[src/rtl/fetch_unit.sv]
// fetch_unit: PC/fetch FSM with a single-outstanding req/ack memory port and a small instruction FIFO
module fetch_unit #(
    parameter logic [31:0] RESET_PC = 32'h0000_0000,
    parameter int          DEPTH    = 2
) (
    input  logic        clk,
    input  logic        rst_n,
    output logic        imem_req,
    output logic [31:0] imem_addr,
    input  logic        imem_ack,
    input  logic [31:0] imem_rdata,
    output logic        instr_valid,
    output logic [31:0] instr,
    output logic [31:0] instr_pc,
    output logic [31:0] instr_pc8,
    input  logic        instr_ready,
    input  logic        redirect,
    input  logic [31:0] redirect_pc
);
    localparam int PW = $clog2(DEPTH);
    localparam int CW = PW + 1;
    localparam logic [CW-1:0] FULL = CW'(DEPTH);
    localparam logic [1:0] IDLE = 2'd0;
    localparam logic [1:0] WAIT = 2'd1;
    localparam logic [1:0] DROP = 2'd2;

    logic [1:0]    state;
    logic [31:0]   fetch_pc;
    logic [31:0]   addr;
    logic [CW-1:0] count;
    logic [CW-1:0] count_nx;
    logic [PW-1:0] rd_ptr;
    logic [PW-1:0] wr_ptr;
    logic [31:0]   buf_instr [DEPTH];
    logic [31:0]   buf_pc    [DEPTH];
    logic          push;
    logic          pop;

    // redirect squashes both the in-flight word and any pop in the same cycle
    assign push     = (state == WAIT) && imem_ack && !redirect;
    assign pop      = instr_valid && instr_ready && !redirect;
    assign count_nx = count + CW'(push) - CW'(pop);

    assign imem_req    = (state != IDLE);
    assign imem_addr   = addr;
    assign instr_valid = (count != '0);
    assign instr       = buf_instr[rd_ptr];
    assign instr_pc    = buf_pc[rd_ptr];
    assign instr_pc8   = instr_pc + 32'd8;

    always_ff @(posedge clk or negedge rst_n) begin
        if (!rst_n) begin
            state    <= IDLE;
            fetch_pc <= RESET_PC;
            addr     <= RESET_PC;
            count    <= '0;
            rd_ptr   <= '0;
            wr_ptr   <= '0;
            for (int i = 0; i < DEPTH; i++) begin
                buf_instr[i] <= '0;
                buf_pc[i]    <= '0;
            end
        end else begin
            if (push) begin
                buf_instr[wr_ptr] <= imem_rdata;
                buf_pc[wr_ptr]    <= addr;
                wr_ptr            <= wr_ptr + 1'b1;
            end
            if (pop)
                rd_ptr <= rd_ptr + 1'b1;
            if (redirect) begin
                count    <= '0;
                rd_ptr   <= '0;
                wr_ptr   <= '0;
                fetch_pc <= redirect_pc & ~32'd3;
            end else begin
                count <= count_nx;
                if (push)
                    fetch_pc <= fetch_pc + 32'd4;
            end
            // space check includes the outstanding request, so a push never overflows
            if (state == IDLE) begin
                if (!redirect && count < FULL) begin
                    state <= WAIT;
                    addr  <= fetch_pc;
                end
            end else if (state == WAIT) begin
                if (push && count_nx < FULL)
                    addr <= fetch_pc + 32'd4;
                else if (imem_ack)
                    state <= IDLE;
                else if (redirect)
                    state <= DROP;
            end else if (imem_ack || state != DROP) begin
                state <= IDLE;
            end
        end
    end
endmodule

[config.mk]
export PLATFORM = sky130hd
export DESIGN_NAME = fetch_unit
export DESIGN_NICKNAME = d
export VERILOG_FILES = /design/src/rtl/fetch_unit.sv
export SDC_FILE = /design/constraint.sdc
export NUM_CORES = 1
export LEC_CHECK = 0
export ABC_AREA = 1
export CORE_ASPECT_RATIO = 0.8
export CORE_MARGIN = 5
export CORE_UTILIZATION = 35
export CTS_CLUSTER_DIAMETER = 120
export DETAILED_ROUTE_END_ITERATION = 8
export SYNTH_ARGS = -nofsm -noshare
export SYNTH_HDL_FRONTEND = slang
export SYNTH_SLANG_ARGS = --single-unit
[constraint.sdc]
create_clock -name clk -period 3.65 [get_ports clk]
set_input_delay 0.9125 -clock clk [delete_from_list [all_inputs] [get_ports clk]]
set_output_delay 0.9125 -clock clk [all_outputs]
set_load 0.005 [all_outputs]
# --- Yosys cells after proc, flatten, opt, wreduce, memory -nomap -nowiden ---
# Cells that the tools add are included.
totals:
  ff_bits: 198
  out_inout_bits: 130
  input_bits: 69
op_classes:
  mux: 28
  n_lt_le_gt_ge: 5
  bitwise: 2
  add_sub_neg: 6
  n_eq_ne: 5
  n_reduce_logical: 19
ops:
  columns: ["operator", "n"]
  rows:
  - ["32-bit 2-to-1 mux", 13]
  - ["64-bit bitwise mux", 2]
  - ["32-bit by 3-bit adder with 32-bit output, second input constant", 1]
  - ["32-bit by 4-bit adder with 32-bit output, second input constant", 1]
  - ["32-bit demux with 1-bit select", 1]
  - ["2-bit 2-to-1 mux", 8]
  - ["2-bit nonzero test", 6]
  - ["1-bit logical AND", 7]
  - ["2-bit >= comparator, second input constant", 2]
  - ["2-bit less-than comparator, second input constant", 2]
  - ["1-bit 2-to-1 mux", 4]
  - ["4-bit by 3-bit inequality test with 1-bit output, second input constant", 1]
  - ["1-bit inverter with 2-bit output", 2]
  - ["4-bit AND reduction", 1]
  - ["3-bit inequality test, second input constant", 1]
  - ["3-bit AND reduction", 1]
  - ["3-bit nonzero test", 1]
  - ["1-bit adder, second input constant", 2]
  - ["2-bit by 1-bit adder with 2-bit output", 1]
  - ["2-bit by 1-bit == test with 1-bit output, second input constant", 1]
  - ["2-bit zero test", 1]
  - ["2-bit by 1-bit less-than comparator with 1-bit output, second input constant", 1]
  - ["2-bit by 1-bit inequality test with 1-bit output, second input constant", 1]
  - ["2-bit inequality test, second input constant", 1]
  - ["other kinds (3)", 3]

# --- Logic depth before layout (Yosys ltp) ---
# Gate-level depths: netlist of the first run.
logic_depth:
  word_depth: 10
  mapped_depth: 17
  depth_no_buf: 15

# --- Least setup slack after synthesis of the first run ---
# OpenSTA, ideal clock, no wires.
synth_path:
  path_type: "input to register"
  start: "input redirect"
  end: "register addr[21] (netlist: imem_addr[21])"
  arrival_time_ps: 2757
  path_slack_ps: 777
  setup_time_ps: 116
  path_stages: 16
  cell_sequence: "buf_2 nor2_2 buf_2 inv_1 ha_1 inv_1 ha_1 inv_1 nand3_1 nand3_1 nand2_1 nand2_2 buf_2 nor2_1 nand2_1 nand2_1"
synth_between:
  elab_chain_len: 8
  word_cells_on_any_way: 11
synth_lines:
  columns: ["element", "line_no", "source"]
  rows:
  - ["start: declaration", "17", "input logic redirect,"]
  - ["1-bit zero test (*)", "40, 41, 83", null]
  - ["1-bit logical AND", "40", "assign push = (state == WAIT) && imem_ack && !redirect;"]
  - ["2-bit by 1-bit adder with 2-bit output", "42", "assign count_nx = count + CW'(push) - CW'(pop);"]
  - ["2-bit by 1-bit subtractor with 2-bit output", "42", null]
  - ["2-bit less-than comparator", "88", "if (push && count_nx < FULL)"]
  - ["1-bit logical AND", "88", null]
  - ["2-bit nonzero test (no line)", null, null]
  - ["3-bit AND reduction (no line) (*)", null, null]
  - ["end signal: assignment", "85", "addr <= fetch_pc;"]
  - ["end signal: assignment", "89", "addr <= fetch_pc + 32'd4;"]
  - ["end: declaration", "29", "logic [31:0] addr;"]
# Every way passes the cells marked *; elsewhere a longest branch is shown, timed or not.
# A chain may end at the register's enable or synchronous reset.

# --- Worst setup path in the final report of the first run ---
layout_path:
  start: "register rd_ptr"
  end: "output instr_pc8[28]"
layout_between:
  elab_chain_len: 5
layout_lines:
  columns: ["element", "line_no", "source"]
  rows:
  - ["start: declaration", "32", "logic [PW-1:0] rd_ptr;"]
  - ["start signal: assignment", "70", "rd_ptr <= rd_ptr + 1'b1;"]
  - ["1-bit inverter with 2-bit output (implied by the code)", "48", "assign instr_pc = buf_pc[rd_ptr];"]
  - ["32-bit 2-to-1 mux (implied by the code) (3 in a row)", "48", null]
  - ["32-bit by 4-bit adder with 32-bit output", "49", "assign instr_pc8 = instr_pc + 32'd8;"]
  - ["end: declaration", "15", "output logic [31:0] instr_pc8,"]
# No other way between the ends. The select of a mux whose other input is x is not followed.

==> impl_metrics.tcl, run 1 <==
set metrics [dict create \
    cp.required_ps 2740 \
    cts.root.buffer_cell "clkbuf_16" \
    diodes 0 \
    grt_pass1_wl_mm 53.2 \
    slew_margin_rel 0.444 \
    hold_path_startpoint "buf_pc[63]" \
    timing_worst_setup_path_type "flip-flop to output pin" \
    crit_path_max_fanout 15 \
    finClkSkew_ps 11.8 \
    maxCapViolCount 0 \
    setup-violations-final 0 \
    floorplan.die.width_um 205 \
    final-hold-violation-count 0 \
    drive_above_1_share 0.0981 \
    synth_area_per_cell_um2 6.92 \
    clock_latency_ps 440 \
    capturing_point_of_the_worst_reg2reg_path "imem_addr[20]" \
    worstHoldPathCells 2 \
    top_post_synthesis_cells_by_area "dfrtp_1 (45%), nand2_1 (23%), o21ai_0 (7.2%)" \
    floorplan.die.height_um 166 \
    route.final.wire_length_mm 33.1 \
    detail-route-antenna-nets 0 \
    synth_enable_flop_cells 0 \
    via_per_inst 4.69 \
    vias_in_the_first_global_route 9452 \
    std_cell_rows 57 \
    number_of_antenna_violations_at_the_first_check_in_global_routing 0 \
    syn_to_final_growth_pct 31.9 \
    drc 0 \
    worst_ep_arrival_time_ps 2630 \
    synth_cell_type_count 37 \
    critical_path_source_type "flip-flop" \
    finalCritPeriodShare 0.972 \
    min-delay-path-class "flip-flop to flip-flop" \
    placement.setup.worst_slack_ps 189 \
    pwr_density_cell_nw_per_um2 745 \
    post_dp_cell_area_um2 12900 \
    cts-root-to-sink-buffers 2 \
    finalNetCount 1793 \
    grt_util_all_layers 0.195 \
    grt_overflow 0 \
    hold_path_end "buf_pc[63]" \
    r2r_setup_slack_ps 1090 \
    port_buffers 190 \
    tritoncts_clock_tree "done" \
    ctsHoldBuffers 0 \
    vdd.ir_drop.worst_v 0.000398 \
    route.vias.total 10065 \
    outcome "finished, final reports clean" \
    setup_slack_ps 104 \
    gpl.final_weighted_congestion 0.886 \
    tightest_slew_ps 834 \
    max_freq_mhz 282 \
    static-leakage-power_nw 6.81 \
    post-synth-top-area-cell "dfrtp_1" \
    grt_setup_unrepaired "true" \
    crit_path_time_final_ps 3550 \
    synth_async_sr_flop_share 1.00 \
    numCtsBuffers 17 \
    seq_area_frac_synth 0.446 \
    regToRegStartpoint "count[1]" \
    detailedPlacementHpwl_mm 23.7 \
    wl_per_instance_um 15.4 \
    total_negative_setup_slacks_ps 0 \
    reg2reg_depth 15 \
    synth_top_area_share 0.446 \
    postSynth.topFlopCell "dfrtp_1" \
    dieArea_um2 34000 \
    timing.final.max_slew_violations 0 \
    firstDrtPassIters 6 \
    syn_inst 1540 \
    endpoint_kind "output pin" \
    syn_area_um2 10700 \
    worst_setup_hold_path_clk_slew_ps 70 \
    clkSinkCount 190 \
    pin_count 199 \
    synthesis.yosys.warnings 0 \
    timing.hold.ws_ps 483 \
    yosys_register_bits 190 \
    post_layout_inst_area_um2 14000 \
    total_number_of_h_tree_levels 4 \
    initial_utilization 0.353 \
    floorplan.core_area_um2 30200 \
    maximum_number_of_pins_on_one_net_before_global_route_repair 125 \
    drt_iter0_markers 764 \
]
==> what timing repair did <==
action | CTS | global route
gates cloned | 4 | 0
setup endpoints to repair | 21 | 18
setup buffers | 5 | 10
hold endpoints to repair | 0 | 0
gates resized for setup | 31 | 63
pin swaps | 5 | 18
==> final cells by class <==
class	count	area, um2
Clock buffer	18	439
Sequential cell	190	4760
Tap cell	413	517
Timing Repair Buffer	227	2350
Clock inverter	14	180
Multi-Input combinational cell	1124	5190
Fill cell	3111	16100
Inverter	159	612
Timing Repair inverter	1	6.26
==> cells in the mapped netlist, types with 2 or more instances <==
| library cell | n |
|---|---|
| nor2_1 | 113 |
| a21oi_1 | 3 |
| nand2_1 | 662 |
| nand2_2 | 25 |
| dfrtp_1 | 190 |
| xor2_1 | 18 |
| o21ai_0 | 153 |
| o21bai_1 | 2 |
| nand4_1 | 13 |
| buf_2 | 28 |
| inv_1 | 157 |
| o21ai_2 | 3 |
| ha_1 | 4 |
| or2_2 | 2 |
| buf_1 | 3 |
| nand3b_1 | 6 |
| clkbuf_1 | 23 |
| nor2_2 | 13 |
| o211ai_1 | 15 |
| buf_4 | 12 |
| buf_6 | 4 |
| nand3_1 | 76 |
==> per-layer routing <==
layer,GRT usage,vias to the layer above,share of wire,wire length [um]
met5,0,-,0,0
met4,0.0390,0,0.013,426
met3,0.0348,21,0.048,1590
met2,0.287,243,0.43,14400
met1,0.300,4677,0.50,16700
li1,-,5124,-,-
==> cells by family (layout without fill, tap and decap cells) <==
family | after synthesis | count (layout) | synth area share
AO/OA/AOI/OAI | 180 | 180 | 0.0902
AND/OR/NAND/NOR | 915 | 915 | 0.348
flip-flops | 190 | 190 | 0.446
buffers and inverters | 231 | 419 | 0.0945
other | 1 | 6 | 0.000352
adder cells (fa/ha/maj) | 4 | 4 | 0.00470
XOR/XNOR | 19 | 19 | 0.0156
==> flip-flops by register name, summed over array words and instances, names as in the netlist <==
signal,count
buf_instr,64
buf_pc,60
fetch_pc,30
imem_addr,30
count,2
state,2
rd_ptr,1
wr_ptr,1
==> where the power goes <==
part	internal (mW)	switching [mW]
Sequential	2.92	0.590
Clock	1.06	0.897
Combinational	2.29	2.71
==> placed cells by master, fill, tap and decap left out, types with 2 or more instances in the layout <==
cell type and count:
conb_1 6, inv_1 157, buf_4 26, or2_2 2, nand3b_1 6, buf_16 2, ha_1 3, nand2_4 15
clkinv_2 2, dfrtp_1 189, inv_6 3, a21oi_1 3, dlygate4sd2_1 3, clkbuf_16 17, nor2_1 88, o211ai_1 15
o21bai_1 2, nor2_2 30, o21ai_0 153, clkdlybuf4s50_1 176, clkinv_8 4, o21ai_4 3, nand4_1 13, nand2_1 640
bufinv_16 2, inv_4 2, buf_12 8, nand2_2 33, nor2_4 9, clkbuf_8 2, dlymetal6s2s_1 10, xor2_1 17
clkinvlp_4 2, nand3_1 76
==> how the worst max path moves through the flow <==
| stage | from | end | slack (ps) | cells past startpoint |
|---|---|---|---|---|
| 2_1_floorplan | redirect | imem_addr[21] | 780 | 16 |
| 3_3_place_gp | redirect | imem_addr[21] | 200 | 15 |
| 3_5_place_dp | redirect | imem_addr[20] | 190 | 15 |
| 4_1_cts | rd_ptr | instr_pc8[31] | -7 | 11 |
| 5_1_grt | rd_ptr | instr_pc8[28] | -40 | 11 |
| 6_report | rd_ptr | instr_pc8[28] | 100 | 11 |
==> critical path: stages (launching register included) <==
cell and delay, ps:
dfrtp_4 580, clkinv_8 110, buf_12 150, nand2_1 70, nand2_2 120, nand2_1 100
nor2_2 170, nand2_2 120, nor2_4 130, nand3b_1 90, nand2_1 70, clkdlybuf4s50_1 500
==> stage by stage <==
| step | utilization | total power [mW] | cells |
|---|---|---|---|
| after CTS | 0.457 | 10.5 | 2137 |
| after global placement | 0.429 | 8.27 | 2096 |
| after floorplan | - | 5.86 | 1545 |
| after detailed placement | 0.429 | 8.35 | 2096 |
| after global routing | 0.466 | 11.3 | 2146 |
| final | 0.466 | 10.5 | 2146 |
Power figures use the tool's default switching activity.
==> inputs of run 2 (changes only) <==
--- a/config.mk
+++ b/config.mk
@@ -7,10 +7,11 @@
 export LEC_CHECK = 0
 export ABC_AREA = 1
 export CORE_ASPECT_RATIO = 0.8
-export CORE_MARGIN = 5
 export CORE_UTILIZATION = 35
 export CTS_CLUSTER_DIAMETER = 120
 export DETAILED_ROUTE_END_ITERATION = 8
+export MAX_ROUTING_LAYER = met4
 export SYNTH_ARGS = -nofsm -noshare
 export SYNTH_HDL_FRONTEND = slang
 export SYNTH_SLANG_ARGS = --single-unit
+export TNS_END_PERCENT = 50
==> run 2 against run 1 <==
Net effect:
- critical path depth decreased by 1
- worst hold slack got worse by 93 ps
- fmax decreased by 0.31%
- first-iteration DRC count decreased by 16%
- clock skew about the same
- setup slack got worse by 11 ps
- largest cell class unchanged
- largest power group unchanged
- highest routed layer unchanged
==> impl_metrics.tcl, run 2 (synthesis gave the netlist of run 1 again) <==
set metrics [dict create \
    via_per_inst 4.70 \
    capturing_point_of_the_worst_reg2reg_path "imem_addr[29]" \
    slew_margin_rel 0.640 \
    placedCellCount 2094 \
    ctsHoldBuffers 0 \
    setup.worst_path.end "instr_pc8[31]" \
    post_layout_inst_area_um2 13900 \
    regToRegStartpoint "count[1]" \
    critical_path_source_type "flip-flop" \
    pin_count 199 \
    critPathLaunch "rd_ptr" \
    stdcell_count 2138 \
    timing_worst_setup_path_type "flip-flop to output pin" \
    drc 0 \
    maximum_number_of_pins_on_one_net_before_global_route_repair 125 \
    syn_to_final_growth_pct 30.1 \
    finalCritPeriodShare 0.975 \
    reg2reg_depth 15 \
    grt_pass1_wl_mm 52.1 \
    worst_setup_hold_path_clk_slew_ps 70 \
    cts.root.buffer_cell "clkbuf_16" \
    firstDrtPassIters 5 \
    worst_path_dominant_cell_family "buffers and inverters" \
    final.fill_count 3080 \
    grt_busiest_layer "met2" \
    floorplan.die.height_um 158 \
    dieArea_um2 31100 \
    numCtsBuffers 17 \
    static-leakage-power_nw 6.71 \
    drive_above_1_share 0.0872 \
    clkSinkCount 190 \
    vdd.ir_drop.worst_v 0.000399 \
    std_cell_rows 56 \
    wl_per_instance_um 15.2 \
    grt_util_all_layers 0.222 \
    floorplan.die.width_um 197 \
    maxCapViolCount 0 \
    path_common_cell "nand2_1" \
    diodes 0 \
    groute.layer.met1.usage 0.316 \
    finClkSkew_ps 11.9 \
    critical_path.n_buffers_inverters 3 \
    final-hold-violation-count 0 \
    vias_in_the_first_global_route 9569 \
    critical-path-max-stage-delay_ps 490 \
    timing.hold.ws_ps 390 \
    ff_latch_area_um2 4760 \
    setup-violations-final 0 \
    cp.required_ps 2740 \
    r2r_setup_slack_ps 1080 \
    timing.final.max_slew_violations 0 \
    top_register "buf_instr" \
    route.final.wire_length_mm 32.5 \
    min-delay-path-class "input pin to asynchronous set/reset pin" \
    crit_path_time_final_ps 3560 \
    cts-root-to-sink-buffers 2 \
    outcome "finished, final reports clean" \
    clock_latency_ps 430 \
    grt_overflow 0 \
    critPathSlowestCell "dfrtp_2" \
    detailedPlacementHpwl_mm 23.2 \
    commonest_non_fill_non_tap_cell_in_the_layout "nand2_1" \
    endpoint_kind "output pin" \
    initial_utilization 0.359 \
    finalNetCount 1793 \
    route.vias.total 10041 \
    cp_num_cells 10 \
    detail-route-antenna-nets 0 \
    grt_util_met2 0.331 \
    port_buffers 190 \
    gpl.final_weighted_congestion 0.905 \
    pwr_density_cell_nw_per_um2 743 \
    commonest_cells_after_routing_fill_and_taps_aside "nand2_1 (646), dfrtp_1 (189), clkdlybuf4s50_1 (182)" \
    crit_path_max_fanout 18 \
    tightest_slew_ps 541 \
    post_dp_cell_area_um2 12900 \
    placement.setup.worst_slack_ps 184 \
    grt_setup_unrepaired "true" \
    drt_iter0_markers 639 \
    setup_slack_ps 92.6 \
    number_of_antenna_violations_at_the_first_check_in_global_routing 0 \
    max_freq_mhz 281 \
    total_number_of_h_tree_levels 4 \
    use_met3 0.0373 \
    floorplan.core_area_um2 29600 \
    worst_ep_arrival_time_ps 2640 \
    path_cells "buf_12, buf_16, o21ai_4, nand2_1, nor2_2, nand2_1, nor2_2, nand3_1, nand2_1, clkdlybuf4s50_1" \
    multi_input_comb_area_um2 5080 \
    tritoncts_clock_tree "done" \
    largest_register_ff_count 64 \
    layout_top_registers "buf_instr: 64 flops, buf_pc: 60 flops" \
]
[run 2: changes by cell type in the layout (fill, tap and decap cells not counted), moves of 4 or more]
cell,change
nor2_2,-6
nor2_1,+9
clkdlybuf4s50_1,+6
nand2_1,+6
nand2_4,-9
clkinv_8,-4
[run 2: cell type report]
type	instances	area share
Sequential cell	190	0.343
Timing Repair inverter	1	0.000632
Multi-Input combinational cell	1124	0.367
Tap cell	406	0.0367
Timing Repair Buffer	227	0.168
Clock inverter	9	0.00731
Inverter	159	0.0436
Clock buffer	22	0.0335
[run 2: worst min-delay path by stage]
| stage | from | endpoint | slack, ps |
|---|---|---|---|
| 2_1_floorplan | buf_pc[31] | buf_pc[31] | 450 |
| 3_3_place_gp | buf_pc[31] | buf_pc[31] | 460 |
| 3_5_place_dp | buf_pc[63] | buf_pc[63] | 470 |
| 4_1_cts | rst_n | buf_instr[43] | 390 |
| 5_1_grt | rst_n | buf_instr[39] | 390 |
| 6_report | rst_n | buf_instr[43] | 390 |
[run 2: power by group]
| part | leakage (nW) | switching, mW | internal, mW |
|---|---|---|---|
| registers | 2.42 | 0.598 | 2.92 |
| clock network | 0.274 | 0.867 | 0.992 |
| logic | 4.02 | 2.64 | 2.27 |
[run 2: repair_timing]
item / in CTS / in global routing
endpoints found under the setup margin: 22 / 22
setup buffers: 10 / 0
gates resized for setup: 11 / 46
cloned: 3 / 0
pin swaps: 2 / 6
[run 2: worst register-to-register path, cell delays in order, from the launching register on]
cell and delay (ps):
dfrtp_1 410, or2_2 330, nand2_1 170, nor2_1 70, ha_1 270, inv_1 40
ha_1 180, inv_1 50, nand3_1 90, nand3_1 180, nand2_1 90, nand2_2 90
buf_4 250, nor2_1 70, nand2_1 130, nand2_1 60
[run 2: stage by stage]
stage	utilization	TNS [ps]	total power [mW]
floorplan	-	0	5.86
global placement	0.437	0	8.23
detailed placement	0.437	0	8.33
CTS	0.463	0	10.3
global route	0.468	-180	11.1
finish	0.468	0	10.3
[run 2: metal layers]
metal / up-vias / part of all wire / wire [um]
li1: 5112 / - / -
met1: 4637 / 0.51 / 16600
met2: 276 / 0.43 / 14000
met3: 16 / 0.050 / 1640
met4: 0 / 0.0078 / 255
met5: - / 0 / 0
